===== src/rtl/uc_bcast_ctrl_pkg.sv =====
// Shared types and default sizing for the UC broadcast controller.
package uc_pkg;
  localparam int UC_LENGTH  = 1024;
  localparam int NUM_ENGINE = 4;
  localparam int UC_W       = $clog2(UC_LENGTH);

  typedef logic signed [UC_W-1:0] uc_t;

  typedef enum logic [1:0] {
    ST_IDLE,
    ST_BCAST,
    ST_HALT
  } uc_bcast_state_t;
endpackage


===== src/rtl/uc_bcast_ctrl_stall_timer.sv =====
// No-progress cycle counter; expired is combinational on the cycle that reaches limit.
module uc_stall_timer #(
  parameter int CNT_W = 16
) (
  input  logic             clk,
  input  logic             rst,
  input  logic             inc,
  input  logic             clr,
  input  logic [CNT_W-1:0] limit,
  output logic             expired
);
  logic [CNT_W-1:0] cnt;
  logic [CNT_W:0]   next_cnt;

  // One extra bit so an all-ones count cannot wrap past the limit.
  assign next_cnt = {1'b0, cnt} + {{CNT_W{1'b0}}, 1'b1};
  assign expired  = inc && (next_cnt >= {1'b0, limit});

  always_ff @(posedge clk or negedge rst) begin
    if (!rst)      cnt <= '0;
    else if (clr)  cnt <= '0;
    else if (inc)  cnt <= next_cnt[CNT_W-1:0];
  end
endmodule


===== src/rtl/uc_bcast_ctrl.sv =====
// Pops UCs from the central queue and delivers each exactly once to every engine,
// tracking per-engine pending bits; halts on arbiter conflict or on a delivery stall.
module uc_bcast_ctrl #(
  parameter int  NUM_ENGINE = uc_pkg::NUM_ENGINE,
  parameter int  UC_LENGTH  = uc_pkg::UC_LENGTH,
  parameter int  STALL_MAX  = 255,
  localparam int UC_W       = $clog2(UC_LENGTH)
) (
  input  logic                   clk,
  input  logic                   rst,
  input  logic                   enable,
  input  logic                   flush,
  input  logic                   conflict,
  input  logic                   ucq_empty,
  input  logic signed [UC_W-1:0] ucq_data,
  output logic                   ucq_pop,
  input  logic [NUM_ENGINE-1:0]  eng_full,
  output logic [NUM_ENGINE-1:0]  eng_push,
  output logic signed [UC_W-1:0] eng_data,
  output logic                   busy,
  output logic                   halted,
  output logic                   stall_err,
  output logic [15:0]            bcast_cnt
);
  import uc_pkg::uc_bcast_state_t;
  import uc_pkg::ST_IDLE;
  import uc_pkg::ST_BCAST;
  import uc_pkg::ST_HALT;

  uc_bcast_state_t         state;
  logic [NUM_ENGINE-1:0]   pending;
  logic [NUM_ENGINE-1:0]   push_raw;
  logic signed [UC_W-1:0]  uc_r;
  logic                    blocked;
  logic                    load_ok;
  logic                    last;
  logic                    stall_inc;
  logic                    expired;

  always_comb begin
    blocked   = conflict | flush;
    push_raw  = (state == ST_BCAST) ? (pending & ~eng_full) : '0;
    eng_push  = (blocked || !rst) ? '0 : push_raw;
    // Final delivery: every still-pending engine can take the word this cycle.
    last      = (state == ST_BCAST) && !blocked && ((pending & eng_full) == '0);
    load_ok   = enable && !ucq_empty && !blocked;
    ucq_pop   = rst && load_ok && ((state == ST_IDLE) || last);
    stall_inc = (state == ST_BCAST) && !blocked && (eng_push == '0);
  end

  uc_stall_timer #(.CNT_W(16)) u_stall (
    .clk     (clk),
    .rst     (rst),
    .inc     (stall_inc),
    .clr     (!stall_inc),
    .limit   (16'(STALL_MAX)),
    .expired (expired)
  );

  always_ff @(posedge clk or negedge rst) begin
    if (!rst) begin
      state     <= ST_IDLE;
      pending   <= '0;
      uc_r      <= '0;
      stall_err <= 1'b0;
      bcast_cnt <= '0;
    end else if (conflict) begin
      state <= ST_HALT;
    end else if (flush) begin
      state     <= ST_IDLE;
      pending   <= '0;
      stall_err <= 1'b0;
    end else begin
      case (state)
        ST_IDLE: begin
          if (load_ok) begin
            uc_r    <= ucq_data;
            pending <= '1;
            state   <= ST_BCAST;
          end
        end
        ST_BCAST: begin
          if (last) begin
            bcast_cnt <= bcast_cnt + 16'd1;
            if (load_ok) begin
              uc_r    <= ucq_data;
              pending <= '1;
            end else begin
              pending <= '0;
              state   <= ST_IDLE;
            end
          end else begin
            pending <= pending & ~push_raw;
            if (expired) begin
              stall_err <= 1'b1;
              state     <= ST_HALT;
            end
          end
        end
        default: ;
      endcase
    end
  end

  assign eng_data = uc_r;
  assign busy     = (state == ST_BCAST);
  assign halted   = (state == ST_HALT);
endmodule


===== config.mk =====
export PLATFORM = sky130hd
export DESIGN_NAME = uc_bcast_ctrl
export DESIGN_NICKNAME = d
export VERILOG_FILES = /design/src/rtl/uc_bcast_ctrl_pkg.sv /design/src/rtl/uc_bcast_ctrl_stall_timer.sv /design/src/rtl/uc_bcast_ctrl.sv
export SDC_FILE = /design/constraint.sdc
export NUM_CORES = 1
export LEC_CHECK = 0
export BUFFER_PORTS_ARGS = -buffer_cell sky130_fd_sc_hd__clkbuf_2
export CAP_MARGIN = 10
export CORE_ASPECT_RATIO = 0.75
export CORE_MARGIN = 2
export CORE_UTILIZATION = 55
export CTS_BUF_LIST = sky130_fd_sc_hd__clkbuf_8
export CTS_CLUSTER_SIZE = 28
export DETAILED_ROUTE_END_ITERATION = 8
export PLACE_DENSITY = 0.86
export SLEW_MARGIN = 25
export SYNTH_ARGS = -nofsm -noshare
export SYNTH_HDL_FRONTEND = slang
export SYNTH_SLANG_ARGS = --single-unit

===== constraint.sdc =====
create_clock -name clk -period 3.47 [get_ports clk]
set_input_delay 0.694 -clock clk [delete_from_list [all_inputs] [get_ports clk]]
set_output_delay 0.694 -clock clk [all_outputs]
set_load 0.05 [all_outputs]

==> impl_metrics.py <==
metrics = {
    "die": {
        "core_um2": 4470,
        "die-area_um2": 5220,
        "initial_utilization": 0.573,
        "die_x_um": 82.8,
        "fp.dieH_um": 63.1,
        "ioPinCount": 54,
        "row_count": 21,
    },
    "drt": {
        "drt_iter0_drc": 130,
        "ant_nets": 0,
        "wl_per_cell_um": 14.1,
        "totalWireLength_um": 5410,
        "vias_per_cell": 5.55,
        "vias": 2125,
        "drt_first_pass_iters": 5,
        "drc_errors": 0,
    },
    "clock_network": {
        "cts_hold_buffers": 0,
        "cts_setup_buffers": 0,
        "h-tree-depth": 2,
        "cts_buffer_depth": 2,
        "clockRootBuffer": "clkbuf_8",
        "clk_pin_slew_ns": 0.10,
        "clock-sinks": 49,
        "cts_resized": 0,
        "cts_tree": "done",
        "clk_latency_ns": 0.31,
        "cts-buffers-inserted": 5,
    },
    "synth": {
        "avgSynthCellArea_um2": 9.42,
        "synthFlopType": "dfrtp_1",
        "synthesis.nets": 295,
        "synth_cell_types": 47,
        "yosysSeqAreaShare": 0.479,
        "synthesis.area_um2": 2560,
        "synth-edff-count": 0,
        "ys_ff_latch": 49,
        "ys_async_sr_fraction": 1.00,
        "yosys_warnings": 0,
        "synthCells": 272,
    },
    "timing": {
        "setup_viol": 0,
        "fin_tns_setup_ns": 0,
        "finalCritPeriodShare": 0.813,
        "slew_violations": 0,
        "slew_headroom": 0.641,
        "rsz0062_at_grt": "false",
        "final.setup_skew_ns": 0.0108,
        "max_freq_ghz": 0.354,
        "timing.final.crit_period_ns": 2.82,
        "hold_violations": 0,
        "worst_pin_slew_ns": 0.535,
        "setup_ws_ns": 0.647,
    },
    "critical_path": {
        "path_max_fanout": 4,
        "crit_path_frequent_cell": "clkbuf_2",
        "critPathKind": "in -> out",
        "crit_chain": "clkbuf_2, or4b_4, and3b_1, o21a_1, and2_1, clkbuf_2",
        "cp_slowest_cell": "or4b_4",
        "worst_setup_path_end_kind": "primary output",
        "path_buf_inv": 2,
        "max_stage_delay_ns": 0.53,
        "cp_top_family": "simple AND/OR/NAND/NOR gates",
        "cp-start-kind": "input port",
        "cp.arrival_ns": 2.13,
        "cp.required_ns": 2.78,
    },
    "place": {
        "routabilityCongestion": 0.816,
        "place_area_um2": 2870,
        "post-dp-hpwl_um": 3910,
        "io_buffers": 53,
        "dpl.cell_count": 375,
        "place_ws_ns": 0.660,
    },
    "final_layout": {
        "final_util": 0.663,
        "multi_input_area_um2": 1240,
        "ff_latch_area_um2": 1230,
        "fin_area_um2": 2960,
        "n_fill_cell": 361,
        "syn2layout_area_growth_pct": 15.7,
        "drive_above_1_share": 0.245,
        "final_nets": 348,
        "fin_cells": 383,
        "antennaDiodeCount": 0,
    },
    "power": {
        "peakVddDrop_mv": 0.321,
        "power.leakage_nw": 1.48,
        "powerDensity_nw_per_um2": 423,
    },
    "global_route": {
        "antenna_found_initial": 0,
        "grt_pass1_wl_um": 9400,
        "overflow": 0,
        "grt_pass1_vias": 2112,
        "grt_use_total": 0.230,
        "grt_max_degree": 35,
    },
    "hold_path": {
        "hp-class": "in -> async",
    },
    "status": {
        "status": "finished clean",
    },
    "flow_run": {
        "maxCapViolCount": 0,
    },
}
worst reg2reg max path: cells and delay by family (launching register included):
family / cells / cell delay [ns]
AO/OA/AOI/OAI: 6 / 1.42
adder cells (fa/ha/maj): 1 / 0.31
buffers and inverters: 1 / 0.08
flip-flops: 1 / 0.44
worst paths after layout:
path,startpoint,end,slack [ns],cells after the start
worst max-delay path,flush,ucq_pop,0.65,6
worst min register to register,eng_data[6],eng_data[6],0.48,2
worst max register to register,u_stall.cnt[0],state[0],1.11,8
min in group clk,eng_data[6],eng_data[6],0.48,2
worst min-delay path,rst,pending[1],0.33,1
max in group asynchronous,rst,u_stall.cnt[8],2.34,2
power by group:
group,leakage [nW],total (W),switching (W),internal [W]
logic,0.769,0.000264,0.000202,0.0000618
clock network,0.0481,0.000344,0.000200,0.000143
registers,0.662,0.000645,0.0000334,0.000612
total,1.48,0.00125,0.000436,0.000817
through the flow:
| stage | hold slack, ns | power [W] |
|---|---|---|
| global placement | 0.457 | 0.000915 |
| detailed placement | 0.466 | 0.000922 |
| finish | 0.329 | 0.00125 |
| global route | 0.349 | 0.00131 |
| floorplan | 0.398 | 0.000840 |
| CTS | 0.335 | 0.00126 |
cells in the final DEF, fill, tap and decap left out, types with 2 or more instances in the layout:
cell / count
clkbuf_2: 53
dfrtp_1: 49
nand2_1: 44
nor2_1: 26
xnor2_1: 15
nand3_1: 13
xor2_1: 13
inv_1: 11
o21ai_0: 10
nand2b_1: 8
a21oi_1: 6
nor3_1: 5
o21a_1: 5
clkbuf_8: 5
nand4_1: 4
and3_1: 4
nor2_2: 4
buf_4: 4
or3_1: 3
and4_1: 3
nor3b_1: 3
ha_1: 3
or2_1: 2
nor4_1: 2
a22oi_1: 2
o21ba_2: 2
mux2i_1: 2
a21o_1: 2
clkinv_4: 2
layout make-up:
class,instances,area share
clock buffers,5,0.0232
inverters,11,0.0139
clock inverters,3,0.00760
well taps,57,0.0241
repair buffers,57,0.0997
multi-input cells,201,0.418
flip-flops and latches,49,0.414
sequential cells by signal, summed over array words and instances, names as in the netlist:
register,cells
bcast_cnt,16
stall_err,1
state,2
eng_data,10
u_stall.cnt,16
pending,4
cell usage after synthesis (2+ instances only):
| library cell | instances | area share |
|---|---|---|
| a21o_1 | 2 | 0.0059 |
| a21oi_1 | 6 | 0.012 |
| a22oi_1 | 2 | 0.0059 |
| and3_1 | 4 | 0.0098 |
| and4_1 | 3 | 0.010 |
| buf_6 | 2 | 0.0088 |
| clkbuf_1 | 9 | 0.013 |
| dfrtp_1 | 49 | 0.48 |
| ha_1 | 3 | 0.015 |
| inv_1 | 11 | 0.016 |
| mux2i_1 | 2 | 0.0078 |
| nand2_1 | 44 | 0.064 |
| nand2b_1 | 8 | 0.020 |
| nand3_1 | 13 | 0.025 |
| nand4_1 | 4 | 0.0098 |
| nor2_1 | 26 | 0.038 |
| nor2_2 | 4 | 0.0098 |
| nor3_1 | 5 | 0.0098 |
| nor3b_1 | 3 | 0.0088 |
| nor4_1 | 2 | 0.0049 |
| o21a_1 | 5 | 0.015 |
| o21ai_0 | 10 | 0.020 |
| o21ba_2 | 2 | 0.0078 |
| or2_1 | 2 | 0.0049 |
| or3_1 | 3 | 0.0073 |
| xnor2_1 | 15 | 0.051 |
| xor2_1 | 13 | 0.044 |
routing by layer:
metal | GRT usage | part of all wire
met2 | 0.362 | 0.47
met5 | 0 | 0
met4 | 0.0615 | 0.0081
met1 | 0.325 | 0.47
met3 | 0.0444 | 0.053
kinds of logic after synthesis:
group	synth area share
AND/OR/NAND/NOR	0.266
flip-flops	0.479
AO/OA/AOI/OAI	0.0948
XOR/XNOR	0.0958
buffers and inverters	0.0381
multiplexers	0.0122
adder cells (fa/ha/maj)	0.0147
No activity file was read; power rests on OpenSTA's default activity.
